### src/rtl/rob_pkg.sv
// Shared ROB / commit definitions: head status encodings, commit FSM states,
// architectural register-file geometry and the default trap vector.
// Used by reorder_buffer and commit_unit so both agree on status encodings.
package rob_pkg;

  localparam int unsigned ARCH_REGS  = 32;
  localparam int unsigned ARCH_AW    = 5;
  localparam int unsigned ROB_STAT_W = 2;

  localparam logic [31:0] TRAP_VEC_DEFAULT = 32'h0000_0100;

  typedef enum logic [ROB_STAT_W-1:0] {
    ST_INVALID   = 2'b00,
    ST_PENDING   = 2'b01,
    ST_EXCEPTION = 2'b10,
    ST_DONE      = 2'b11
  } rob_status_e;

  typedef enum logic [1:0] {
    CU_IDLE    = 2'b00,
    CU_RUN     = 2'b01,
    CU_ST_WAIT = 2'b10,
    CU_FLUSH   = 2'b11
  } cu_state_e;

endpackage

### src/rtl/commit_perf_cnt.sv
// Retirement performance counters: retired-instruction and stall-cycle counts.
// Ports:
//   clk, rstn   clock, async active-low reset
//   retire_i    one instruction retired this cycle
//   stall_i     RUN cycle with a valid head that did not retire
//   retired_o   32-bit retired count (wraps)
//   stall_o     32-bit stall count (wraps)
module commit_perf_cnt (
  input  logic        clk,
  input  logic        rstn,
  input  logic        retire_i,
  input  logic        stall_i,
  output logic [31:0] retired_o,
  output logic [31:0] stall_o
);

  logic [31:0] retired_q, retired_d;
  logic [31:0] stall_q, stall_d;

  always_comb begin
    retired_d = retired_q + 32'(retire_i);
    stall_d   = stall_q + 32'(stall_i);
  end

  always_ff @(posedge clk or negedge rstn) begin
    if (!rstn) begin
      retired_q <= '0;
      stall_q   <= '0;
    end else begin
      retired_q <= retired_d;
      stall_q   <= stall_d;
    end
  end

  assign retired_o = retired_q;
  assign stall_o   = stall_q;

endmodule

### src/rtl/commit_unit.sv
// In-order retirement stage behind the reorder buffer. Retires at most one
// head per cycle, maintains the retirement map, frees superseded physical
// registers, hands stores to the store buffer and turns a head exception
// into a one-cycle flush to TRAP_VEC.
// Ports:
//   clk, rstn                 clock, async active-low reset
//   rob_empty, rob_head_*     ROB head view (status, spec, store, dst, rd, prd, pc)
//   commit_rd                 pop ROB head (combinational)
//   free_v, free_prd          superseded physical register to the free list
//   st_commit_v/st_commit_rdy store release handshake
//   rmap_raddr, rmap_rdata    retirement-map read port (combinational)
//   flush, flush_pc, epc      exception flush redirect and excepting PC
// Optional build macro COMMIT_PERF_CNT_EN adds perf_retired / perf_stall.
module commit_unit
  import rob_pkg::*;
#(
  parameter int unsigned PRF_AW   = 6,
  parameter logic [31:0] TRAP_VEC = TRAP_VEC_DEFAULT
) (
  input  logic              clk,
  input  logic              rstn,
  input  logic              rob_empty,
  input  logic [1:0]        rob_head_status,
  input  logic              rob_head_spec,
  input  logic              rob_head_store,
  input  logic              rob_head_dst_v,
  input  logic [4:0]        rob_head_rd,
  input  logic [PRF_AW-1:0] rob_head_prd,
  input  logic [31:0]       rob_head_pc,
  output logic              commit_rd,
  output logic              free_v,
  output logic [PRF_AW-1:0] free_prd,
  output logic              st_commit_v,
  input  logic              st_commit_rdy,
  input  logic [4:0]        rmap_raddr,
  output logic [PRF_AW-1:0] rmap_rdata,
  output logic              flush,
  output logic [31:0]       flush_pc,
  output logic [31:0]       epc
`ifdef COMMIT_PERF_CNT_EN
  ,
  output logic [31:0]       perf_retired,
  output logic [31:0]       perf_stall
`endif
);

  cu_state_e         state_q;
  logic [31:0]       epc_q;
  logic [PRF_AW-1:0] rmap_q [ARCH_REGS];

  logic head_ok, head_exc, head_done, has_dst;

  // Head qualification, retirement decision and flush outputs.
  always_comb begin
    head_ok     = !rob_empty && !rob_head_spec;
    head_exc    = head_ok && (rob_status_e'(rob_head_status) == ST_EXCEPTION);
    head_done   = head_ok && (rob_status_e'(rob_head_status) == ST_DONE);
    has_dst     = rob_head_dst_v && (rob_head_rd != 5'd0);
    commit_rd   = 1'b0;
    st_commit_v = 1'b0;
    flush       = 1'b0;
    flush_pc    = '0;
    case (state_q)
      CU_RUN: begin
        st_commit_v = head_done && rob_head_store;
        commit_rd   = head_done && (!rob_head_store || st_commit_rdy);
      end
      // Head is held by the ROB until it retires, so only the handshake matters.
      CU_ST_WAIT: begin
        st_commit_v = 1'b1;
        commit_rd   = st_commit_rdy;
      end
      CU_FLUSH: begin
        flush    = 1'b1;
        flush_pc = TRAP_VEC;
      end
      default: ;
    endcase
    free_v   = commit_rd && has_dst;
    free_prd = free_v ? rmap_q[rob_head_rd] : '0;
    // Read-before-write: a same-cycle commit is visible only after the edge.
    rmap_rdata = ((state_q == CU_IDLE) || (rmap_raddr == 5'd0)) ? '0 : rmap_q[rmap_raddr];
  end

  // Commit FSM and excepting-PC capture.
  always_ff @(posedge clk or negedge rstn) begin
    if (!rstn) begin
      state_q <= CU_IDLE;
      epc_q   <= '0;
    end else begin
      case (state_q)
        CU_IDLE: state_q <= CU_RUN;
        CU_RUN: begin
          // Exception outranks the store path.
          if (head_exc) begin
            state_q <= CU_FLUSH;
            epc_q   <= rob_head_pc;
          end else if (head_done && rob_head_store && !st_commit_rdy) begin
            state_q <= CU_ST_WAIT;
          end
        end
        CU_ST_WAIT: if (st_commit_rdy) state_q <= CU_RUN;
        CU_FLUSH:   state_q <= CU_RUN;
        default:    state_q <= CU_IDLE;
      endcase
    end
  end

  // Retirement map: identity after reset, updated only on a retiring write.
  always_ff @(posedge clk or negedge rstn) begin
    if (!rstn) begin
      for (int unsigned i = 0; i < ARCH_REGS; i++) begin
        rmap_q[i] <= PRF_AW'(i);
      end
    end else if (free_v) begin
      rmap_q[rob_head_rd] <= rob_head_prd;
    end
  end

  assign epc = epc_q;

`ifdef COMMIT_PERF_CNT_EN
  logic perf_stall_c;
  assign perf_stall_c = (state_q == CU_RUN) && !rob_empty && !commit_rd;

  commit_perf_cnt u_perf (
    .clk       (clk),
    .rstn      (rstn),
    .retire_i  (commit_rd),
    .stall_i   (perf_stall_c),
    .retired_o (perf_retired),
    .stall_o   (perf_stall)
  );
`endif

endmodule

### config.mk
export PLATFORM = sky130hd
export DESIGN_NAME = commit_unit
export DESIGN_NICKNAME = d
export VERILOG_FILES = /design/src/rtl/rob_pkg.sv /design/src/rtl/commit_perf_cnt.sv /design/src/rtl/commit_unit.sv
export SDC_FILE = /design/constraint.sdc
export NUM_CORES = 1
export LEC_CHECK = 0
export CORE_AREA = 2 2 135 190
export DETAILED_ROUTE_END_ITERATION = 16
export DIE_AREA = 0 0 137 192
export PLACE_DENSITY = 0.85
export SYNTH_ARGS = -nofsm -noshare
export SYNTH_HDL_FRONTEND = slang
export SYNTH_SLANG_ARGS = --single-unit
### constraint.sdc
create_clock -name clk -period 2 [get_ports clk]
set_clock_uncertainty 0.05 [all_clocks]
set_input_delay 0.2 -clock clk [delete_from_list [all_inputs] [get_ports clk]]
set_output_delay 0.2 -clock clk [all_outputs]
set_load 0.01 [all_outputs]
==> summary.txt <==
Synthesis
  – Register area share after synthesis: 45.4%
  – Synth area leaders: dfrtp_1, mux2_2, dfstp_2
  – Synthesized cell area: 12700 um^2
  – Yosys cell types: 53
  – Post-Synthesis Cells: 893
  – Ys Warns: 0
  – Post-synth ARST share: 100%
  – Synth Register Bits: 226
  – Post-synth EDFFs: 0
  – Prevailing post-synth register cell: dfrtp_1
  – Area leader, netlist: dfrtp_1
  – Syn Area/Cell: 14.2 um^2
  – Synth top area share: 28.8%

STA
  – Least-Margin Pin Slew: 0.938 ns
  – Setup violations, final: 196
  – Unrepaired setup endpoints after global routing: yes
  – Setup ws final: -0.711 ns
  – Worst rel slew slack: 35.7%
  – Fmax: 0.369 GHz
  – Max-slew violations: 0
  – Final Cycle Share: 136%
  – Fin crit period: between 2 and 3 ns
  – Final hold vios: 0

Critical path
  – Worst EP required: 1.75 ns
  – Critical path launch point type: flop
  – CP endpoint kind: output port
  – Crit-path max FO: 5
  – Crit path DAT: 2.46 ns
  – Critical path class: reg2out

Pwr
  – Leakage: 8.17 nW
  – Peak VDD IR: 0.856 mV
  – Power per cell area: 732 nW/um^2

Clock network
  – TritonCTS Buffers: 24
  – CTS tree: built
  – Clock tree buffer depth: 3
  – Root Driver: clkbuf_16
  – Clock sink count: 226
  – Clock Latency Late Sink: 0.52 ns
  – # H-tree levels: 1
  – Clk pin slew, worst setup/hold paths: ~0.06 ns

Global route
  – Overall Global Routing Usage: 35.9%
  – First-pass GRT wire length: 69500 um
  – Largest net degree at the start of global routing: 62
  – Vias in the first global route: 10800
  – Total gr overflow: 0
  – Initial antenna violation count: 1

Floorplan
  – Starting Density: 51.7%
  – CORE AREA: 24500 um^2
  – Width of the die: 137 um
  – Die Area: 26300 um^2
  – Row count: 68
  – Die height: around 190 um
  – IO Count: about 140

Cells and area
  – Final nets: 1267
  – Share of cells above drive strength 1: between 60% and 70%
  – Final core utilization: between 70% and 80%
  – Most frequent cells in the layout: mux2_4, buf_4, dfrtp_1
  – Fillers: 1340
  – N_diodes: 0
  – Post-Layout Cell Count: about 1500
  – Area Growth Syn to Fin: 42.5%
  – Commonest non-fill, non-tap cell in the layout: mux2_4

Detailed routing
  – Drt first pass iters: 5
  – Via Count: 10400
  – Routed wire per std cell: 31.9 um
  – Post-route ant nets: 0
  – 1st-iter DRT viols: between 1000 and 1500
  – Final Routed Wirelength: 49000 um
  – Residual DRC: 0
  – DR vias/cell: 6.79

Placement
  – GPL Wtd Cong: 0.949
  – DP Wirelength: 25900 um
  – Buffers added on ports: 105
  – Placed Cells: 1419

Worst hold path
  – Min-Delay Path Class: in2async

Run status
  – Failing checks: negative setup slack
  – Status: finished with violations

Job
  – MaxCap Viol Count: 0
[synth_stat cells, drive strengths merged, types with 3 or more instances]
| master | count |
|---|---|
| a21oi | 17 |
| a22o | 5 |
| a22oi | 22 |
| buf | 73 |
| clkbuf | 31 |
| dfrtp | 146 |
| dfstp | 80 |
| ha | 4 |
| inv | 4 |
| mux2 | 225 |
| mux2i | 71 |
| mux4 | 60 |
| nand2 | 19 |
| nand3 | 24 |
| nand3b | 7 |
| nand4 | 3 |
| nor2 | 3 |
| nor2b | 6 |
| nor3 | 17 |
| nor4 | 19 |
| nor4b | 6 |
| nor4bb | 4 |
| o22ai | 18 |
| or2 | 7 |
| or3b | 4 |
[cells by family after synthesis]
kind of cell | synth area share, %
other | 0.0296
adder cells (fa/ha/maj) | 0.395
AND/OR/NAND/NOR | 9.30
flip-flops | 45.4
AO/OA/AOI/OAI | 3.71
multiplexers | 36.3
buffers and inverters | 4.89
[path summary, 6_finish.rpt]
| check | from | endpoint | slack [ns] | cells past startpoint |
|---|---|---|---|---|
| setup / recovery | state_q[0] | rmap_rdata[3] | -0.71 | 10 |
| hold / removal | rstn | epc[6] | 0.13 | 2 |
| setup reg to reg | state_q[0] | rmap_q[26] | -0.62 | 10 |
| hold reg to reg | rmap_q[186] | rmap_q[186] | 0.36 | 0 |
| max in group asynchronous | rstn | epc[20] | 1.05 | 3 |
| min in group clk | rob_head_pc[6] | epc[6] | 0.23 | 2 |
[flip-flops by register name (all words and copies together) (netlist names)]
name     count
state_q      2
epc         32
rmap_q     192
[area by class of cell]
type / count / area [um^2] / share of cell area (%)
clock buffer: 36 / 717 / 3.97
multi-input combinational: 589 / 7510 / 41.6
clock inverter: 7 / 45.0 / 0.249
timing repair buffer: 361 / 3620 / 20.0
inverter: 4 / 17.5 / 0.0970
tap: 315 / 394 / 2.18
sequential: 226 / 5760 / 31.9
[layer usage]
layer / part of all wire, % / wire length (um) / up-vias / global-route usage, %
met5: 0.029 / 14 / - / 0
met1: 33 / 16200 / 5199 / 42.4
li1: - / - / 3958 / -
met4: 9.8 / 4810 / 2 / 24.1
met2: 45 / 22200 / 932 / 56.7
met3: 12 / 5840 / 348 / 9.98
[power breakdown]
part           switching (W)  total, W  internal (W)
combinational        0.00165   0.00348       0.00184
sequential          0.000269   0.00531       0.00504
clock                0.00195   0.00443       0.00248
total                0.00387    0.0132       0.00936
[through the flow]
| stage | hold WS [ns] | setup TNS (ns) | setup slack [ns] | area (um^2) | total power (W) |
|---|---|---|---|---|---|
| after floorplan | -0.146 | -5.94 | -0.125 | 12900 | 0.00676 |
| after global placement | 0.0732 | -123.41 | -0.910 | 15400 | 0.00821 |
| after detailed placement | 0.0750 | -129.55 | -0.966 | 15400 | 0.00829 |
| after CTS | 0.132 | -38.15 | -0.685 | 17800 | 0.0129 |
| after global routing | 0.149 | -56.37 | -0.739 | 18100 | 0.0136 |
| final | 0.130 | -44.30 | -0.711 | 18100 | 0.0132 |
[critical path, stage by stage, from the launching register on]
cell and delay (ns):
dfrtp_1 0.36, inv_2 0.08, ha_4 0.16, buf_6 0.13, nand3b_1 0.28, buf_6 0.22, buf_6 0.12, a21oi_4 0.13
nand3_4 0.19, nand3_4 0.15, buf_6 0.11
[timing repair]
item / in CTS / in global routing
gates cloned: 2 / 0
buffers inserted: 66 / 14
hold buffers: 1 / 0
pin swaps: 53 / 31
endpoints found under the setup margin: 203 / 201
hold endpoints to repair: 151 / 0
resized for setup: 339 / 38
Note: power is estimated with default switching activity, not from simulation.
